File: src/rtl/pixel_writer.sv
// pixel_writer: fragment sink at the end of the rasterizer stream.
// Accepts one fragment at a time, optionally depth-tests it against a 16-bit
// Z-buffer, writes passing fragments to the framebuffer as RGB565 and
// optionally updates the Z-buffer. A full-screen clear fills both buffers.
//
// Ports
//   clk, rst_n                      clock, synchronous active-low reset
//   frag_in/frag_valid/frag_ready   fragment stream (valid/ready)
//   depth_test_en/_lequal/_write_en depth config, sampled at accept
//   zbuf_rd_*                       Z read port, data returns one cycle later
//   zbuf_wr_*                       Z write port, always accepted
//   fb_wr_*                         framebuffer write (valid/ready), RGB565
//   clear_start/clear_color         start a full clear with this color
//   busy                            FSM not idle
//   pass_count/reject_count         fragment statistics (wrap at 2^32)
//
// States
//   IDLE  | waiting for a fragment or a clear request
//   READ  | Z read issued for the latched address
//   CMP   | Z read data valid, depth compare
//   WRITE | framebuffer write held until handshake, optional Z write
//   CLEAR | sweeping all pixels with clear color and far Z

package pixel_writer_pkg;
    typedef logic signed [31:0] fp32_t;

    typedef struct packed {
        logic [15:0] x;
        logic [15:0] y;
        fp32_t       z;
        fp32_t       r;
        fp32_t       g;
        fp32_t       b;
    } fragment_t;
endpackage

module pixel_writer
    import pixel_writer_pkg::*;
#(
    parameter int FB_WIDTH  = 640,
    parameter int FB_HEIGHT = 480,
    parameter int ADDR_W    = 19,
    parameter int FRAC_BITS = 16
) (
    input  logic              clk,
    input  logic              rst_n,
    input  fragment_t         frag_in,
    input  logic              frag_valid,
    output logic              frag_ready,
    input  logic              depth_test_en,
    input  logic              depth_lequal,
    input  logic              depth_write_en,
    output logic              zbuf_rd_en,
    output logic [ADDR_W-1:0] zbuf_rd_addr,
    input  logic [15:0]       zbuf_rd_data,
    output logic              zbuf_wr_en,
    output logic [ADDR_W-1:0] zbuf_wr_addr,
    output logic [15:0]       zbuf_wr_data,
    output logic              fb_wr_valid,
    input  logic              fb_wr_ready,
    output logic [ADDR_W-1:0] fb_wr_addr,
    output logic [15:0]       fb_wr_data,
    input  logic              clear_start,
    input  logic [15:0]       clear_color,
    output logic              busy,
    output logic [31:0]       pass_count,
    output logic [31:0]       reject_count
);

    localparam int                 NPIX     = FB_WIDTH * FB_HEIGHT;
    localparam logic [ADDR_W-1:0]  LAST_PIX = ADDR_W'(NPIX - 1);
    localparam logic signed [31:0] ONE      = 32'sd1 <<< FRAC_BITS;

    typedef enum logic [2:0] {
        IDLE  = 3'd0,
        READ  = 3'd1,
        CMP   = 3'd2,
        WRITE = 3'd3,
        CLEAR = 3'd4
    } state_t;

    state_t state_q, state_d;

    logic [ADDR_W-1:0] addr_q;
    logic [15:0]       color_q;
    logic [15:0]       zq_q;
    logic              lequal_q;
    logic              dwe_q;
    logic [15:0]       clr_color_q;
    logic [ADDR_W-1:0] clr_addr_q;
    logic [31:0]       pass_count_q;
    logic [31:0]       reject_count_q;

    logic              accept;
    logic              oob;
    logic              zpass;
    logic [ADDR_W-1:0] addr_d;
    logic [15:0]       zq_d;
    logic [15:0]       color_d;

    // Only some fraction bits of each channel are consumed; this keeps the
    // remaining bits of the fragment visibly accounted for.
    logic unused_frag;
    assign unused_frag = ^frag_in;

    function automatic logic [15:0] quant_z(input logic signed [31:0] v);
        if (v < 0)
            return 16'h0000;
        else if (v >= ONE)
            return 16'hFFFF;
        else
            return v[FRAC_BITS-1 -: 16];
    endfunction

    function automatic logic [4:0] quant5(input logic signed [31:0] v);
        if (v < 0)
            return 5'h00;
        else if (v >= ONE)
            return 5'h1F;
        else
            return v[FRAC_BITS-1 -: 5];
    endfunction

    function automatic logic [5:0] quant6(input logic signed [31:0] v);
        if (v < 0)
            return 6'h00;
        else if (v >= ONE)
            return 6'h3F;
        else
            return v[FRAC_BITS-1 -: 6];
    endfunction

    always_comb begin
        oob     = (32'(frag_in.x) >= 32'(FB_WIDTH)) || (32'(frag_in.y) >= 32'(FB_HEIGHT));
        addr_d  = ADDR_W'(frag_in.y) * ADDR_W'(FB_WIDTH) + ADDR_W'(frag_in.x);
        zq_d    = quant_z(frag_in.z);
        color_d = {quant5(frag_in.r), quant6(frag_in.g), quant5(frag_in.b)};
    end

    // Outputs are gated by rst_n so nothing is issued during a reset cycle,
    // making an abort mid-WRITE or mid-CLEAR take effect immediately.
    always_comb begin
        state_d      = state_q;
        frag_ready   = 1'b0;
        accept       = 1'b0;
        zpass        = 1'b0;
        zbuf_rd_en   = 1'b0;
        zbuf_rd_addr = '0;
        zbuf_wr_en   = 1'b0;
        zbuf_wr_addr = '0;
        zbuf_wr_data = 16'h0000;
        fb_wr_valid  = 1'b0;
        fb_wr_addr   = '0;
        fb_wr_data   = 16'h0000;
        if (rst_n) begin
            case (state_q)
                IDLE: begin
                    frag_ready = !clear_start;
                    if (clear_start) begin
                        state_d = CLEAR;
                    end else if (frag_valid) begin
                        accept = 1'b1;
                        if (!oob)
                            state_d = depth_test_en ? READ : WRITE;
                    end
                end
                READ: begin
                    zbuf_rd_en   = 1'b1;
                    zbuf_rd_addr = addr_q;
                    state_d      = CMP;
                end
                CMP: begin
                    zpass   = lequal_q ? (zq_q <= zbuf_rd_data) : (zq_q < zbuf_rd_data);
                    state_d = zpass ? WRITE : IDLE;
                end
                WRITE: begin
                    fb_wr_valid = 1'b1;
                    fb_wr_addr  = addr_q;
                    fb_wr_data  = color_q;
                    if (fb_wr_ready) begin
                        zbuf_wr_en   = dwe_q;
                        zbuf_wr_addr = addr_q;
                        zbuf_wr_data = zq_q;
                        state_d      = IDLE;
                    end
                end
                CLEAR: begin
                    fb_wr_valid = 1'b1;
                    fb_wr_addr  = clr_addr_q;
                    fb_wr_data  = clr_color_q;
                    if (fb_wr_ready) begin
                        zbuf_wr_en   = 1'b1;
                        zbuf_wr_addr = clr_addr_q;
                        zbuf_wr_data = 16'hFFFF;
                        if (clr_addr_q == LAST_PIX)
                            state_d = IDLE;
                    end
                end
                default: state_d = IDLE;
            endcase
        end
    end

    always_ff @(posedge clk) begin
        if (!rst_n)
            state_q <= IDLE;
        else
            state_q <= state_d;
    end

    always_ff @(posedge clk) begin
        if (!rst_n) begin
            addr_q      <= '0;
            color_q     <= 16'h0000;
            zq_q        <= 16'h0000;
            lequal_q    <= 1'b0;
            dwe_q       <= 1'b0;
            clr_color_q <= 16'h0000;
            clr_addr_q  <= '0;
        end else begin
            if (accept) begin
                addr_q   <= addr_d;
                color_q  <= color_d;
                zq_q     <= zq_d;
                lequal_q <= depth_lequal;
                dwe_q    <= depth_write_en;
            end
            if (state_q == IDLE && clear_start) begin
                clr_color_q <= clear_color;
                clr_addr_q  <= '0;
            end else if (state_q == CLEAR && fb_wr_ready) begin
                clr_addr_q <= (clr_addr_q == LAST_PIX) ? '0 : clr_addr_q + 1'b1;
            end
        end
    end

    always_ff @(posedge clk) begin
        if (!rst_n) begin
            pass_count_q   <= 32'd0;
            reject_count_q <= 32'd0;
        end else begin
            if ((accept && oob) || (state_q == CMP && !zpass))
                reject_count_q <= reject_count_q + 32'd1;
            if (state_q == WRITE && fb_wr_ready)
                pass_count_q <= pass_count_q + 32'd1;
        end
    end

    assign busy         = (state_q != IDLE);
    assign pass_count   = pass_count_q;
    assign reject_count = reject_count_q;

endmodule
File: config.mk
export PLATFORM = sky130hd
export DESIGN_NAME = pixel_writer
export DESIGN_NICKNAME = d
export VERILOG_FILES = /design/src/rtl/pixel_writer.sv
export SDC_FILE = /design/constraint.sdc
export NUM_CORES = 1
export LEC_CHECK = 0
export CAP_MARGIN = 10
export CORE_MARGIN = 3
export CORE_UTILIZATION = 47
export DETAILED_ROUTE_END_ITERATION = 10
export PLACE_DENSITY = 0.86
export RECOVER_POWER = 50
export SLEW_MARGIN = 25
export SYNTH_ARGS = -nofsm -noshare
export SYNTH_HDL_FRONTEND = slang
export SYNTH_SLANG_ARGS = --single-unit
File: constraint.sdc
create_clock -name clk -period 7.1 [get_ports clk]
set_input_delay 1.42 -clock clk [delete_from_list [all_inputs] [get_ports clk]]
set_output_delay 1.42 -clock clk [all_outputs]
set_load 0.03 [all_outputs]
==> results_dict.tcl <==
set metrics [dict create \
    clock_latency_ns 0.43 \
    portBuffers 325 \
    postCtsSetupBuffers 0 \
    postRouteAntennaNets 0 \
    yosysTopAreaCellShare_pct 34.8 \
    hold_class "reg -> reg" \
    synth_ff_type "dfxtp_1" \
    clock-sinks 155 \
    rows 49 \
    ys.warnings.count 0 \
    synth.area.top_cells "dfxtp_1 (35%), nor2_1 (7.7%), ha_1 (6.4%)" \
    status "finished, violations left" \
    skew_ns 0.00969 \
    ctsRootBufferMaster "clkbuf_16" \
    antennaDiodeCount 0 \
    syn_inst 1165 \
    syn_nets 1413 \
    grt-ovfl-total 0 \
    synth.most_common_cell "nor2_1" \
    rr_worst_depth 8 \
    slew_headroom_pct -36.7 \
    period_needed_ns 5.90 \
    die_w_um 144 \
    fin_nets 1704 \
    io_pins 358 \
    yosys.area.top_type "dfxtp_1" \
    fmax_mhz 169 \
    first_iter_violations 457 \
    ys_ff_latch 155 \
    multiInputGateArea_um2 5370 \
    via_per_inst 5.53 \
    worstPathArrival_ns 4.48 \
    hold_viol_final 0 \
    cts_buffers 17 \
    area_growth_pct 43.5 \
    synth_area_per_cell_um2 7.66 \
    worstHoldStart "clr_color_q[1]$_SDFFE_PN0P_" \
    grt_pass1_wl_um 43400 \
    yosysSeqAreaShare_pct 34.8 \
    p_clk_share_pct 40.2 \
    layout-drive-gt1-share_pct 3.81 \
    synthDistinctLibCells 63 \
    grt_max_degree 72 \
    comb_power_share_pct 19.1 \
    dr.pass1.iters 5 \
    cts_resized 0 \
    p_sw_share_pct 29.1 \
    critPathRequiredTime_ns 5.68 \
    cp-end-kind "output pin" \
    p_int_uw 1610 \
    start_kind "input pin" \
    vdd_drop_max_uv 163 \
    die_h_um 144 \
    critPathKind "in -> out" \
    initial_core_util_pct 48.7 \
    drc 0 \
    fin_ws_ns 1.20 \
    tightestPinTransition_ns 2.05 \
    setup_violations 0 \
    clk_path_buf_depth 2 \
    path_clk_slew_ns 0.07 \
    dieArea_um2 20700 \
    dpl_worst_slack_ns 1.68 \
    switchingPower_uw 661 \
    synth_area_um2 8930 \
    drv_slew 53 \
    fill_cells 1447 \
    worstHoldPathCells 2 \
    violations "capacitance limit, slew limit" \
    grt_use_total_pct 25.8 \
    path_max_fanout 71 \
    pwr-share-seq_pct 40.7 \
    async_flop_share_pct 0 \
    maxCapViolCount 1 \
    cts_tree "built" \
    synth-edff-count 0 \
    r2r_slack_ns 3.19 \
    tns_ns 0 \
    wirelength_um 27800 \
    fin_crit_sh_pct 83.2 \
    routedWlPerCell_um 16.3 \
    rr_endpoint "color_q[15]$_SDFFE_PN0P_" \
    min_to "clr_color_q[1]$_SDFFE_PN0P_" \
    antenna_found_initial 1 \
    rsz0062_at_grt "no" \
    r2r-start "state_q[1]$_SDFFE_PN0P_" \
    dpl.hpwl_um 21000 \
    ys_top_cells_by_count "nor2_1 (184), dfxtp_1 (155), nand2_1 (119)" \
    place.gp.congestion 0.914 \
    grt_pass1_vias 8823 \
    power_density_nw_per_um2 178 \
    regArea_um2 3100 \
    dr_total_vias 9386 \
    core_area_um2 18300 \
    power.static_leakage_uw 0.00485 \
    holdBufCountCts 0 \
    cts-htree-levels 4 \
    startpoint "rst_n" \
]
-- power groups by stage --
stage	Clock (uW)	Combinational [uW]	Sequential [uW]
after CTS	921	439	926
after detailed placement	0	437	946
after global routing	962	478	930
final	914	435	926
after global placement	0	428	945
after floorplan	0	266	933
-- cells by family after synthesis --
group | Yosys count | synth area share [%]
compound gates | 259 | 18.0
xor+xnor | 64 | 6.28
fa+ha+maj | 48 | 6.90
buf+inv | 99 | 4.54
flops | 155 | 34.8
mux | 1 | 0.112
simple gates | 539 | 29.4
-- worst max path at each step --
stage,to
after global placement,zbuf_wr_data[13]
after CTS,zbuf_wr_data[12]
final,fb_wr_data[8]
after floorplan,zbuf_wr_addr[18]
after global routing,fb_wr_data[2]
after detailed placement,zbuf_wr_data[12]
-- state kept, by name, indices dropped and copies added (netlist names) --
| register | cells |
|---|---|
| lequal_q | 1 |
| reject_count | 32 |
| state_q | 3 |
| clr_addr_q | 19 |
| zq_q | 16 |
| addr_q | 19 |
| dwe_q | 1 |
| clr_color_q | 16 |
| color_q | 16 |
| pass_count | 32 |
-- metal layers --
layer / track usage (%) / routed length (um) / share of wire (%)
met5: 0 / 13 / 0.047
met1: 31.9 / 11500 / 41
met4: 6.84 / 463 / 1.7
met2: 45.6 / 13800 / 50
met3: 5.56 / 2010 / 7.3
-- cell type report --
type,instances,area share (%)
Multi-Input combinational cell,911,41.9
Timing Repair Buffer,336,26.0
Sequential cell,155,24.2
Clock buffer,18,3.43
Tap cell,229,2.24
Clock inverter,14,1.14
Inverter,35,1.05
-- per-stage QoR --
stage          hold slack [ns]  utilization, %  power (uW)  instance area, um2  cells
3_3_place_gp             0.442            67.0        1370               12300   1666
6_report                 0.455            69.9        2280               12800   1698
5_1_grt                  0.478            69.9        2370               12800   1698
2_1_floorplan            0.436               -        1200                8930   1165
4_1_cts                  0.455            70.2        2290               12900   1698
3_5_place_dp             0.446            67.0        1380               12300   1666
-- worst max-delay path, cell delays in order --
cell and delay [ns]:
dlygate4sd3_1 0.54, buf_4 0.26, inv_4 0.60, clkbuf_1 0.85, nor2_1 0.15, clkdlybuf4s50_1 0.64
-- cell usage in the layout (no fill, tap or decap), types with 35 or more instances in the layout --
master           Yosys  layout
a21oi_1            106     106
a22oi_1             35      35
and2_1              50      49
clkdlybuf4s50_1      0     256
dfxtp_1            155     155
dlygate4sd3_1        0      69
ha_1                46      46
nand2_1            119     119
nor2_1             184     183
nor3_1              46      46
o21ai_0             53      54
(Power assumes the default switching activity.)
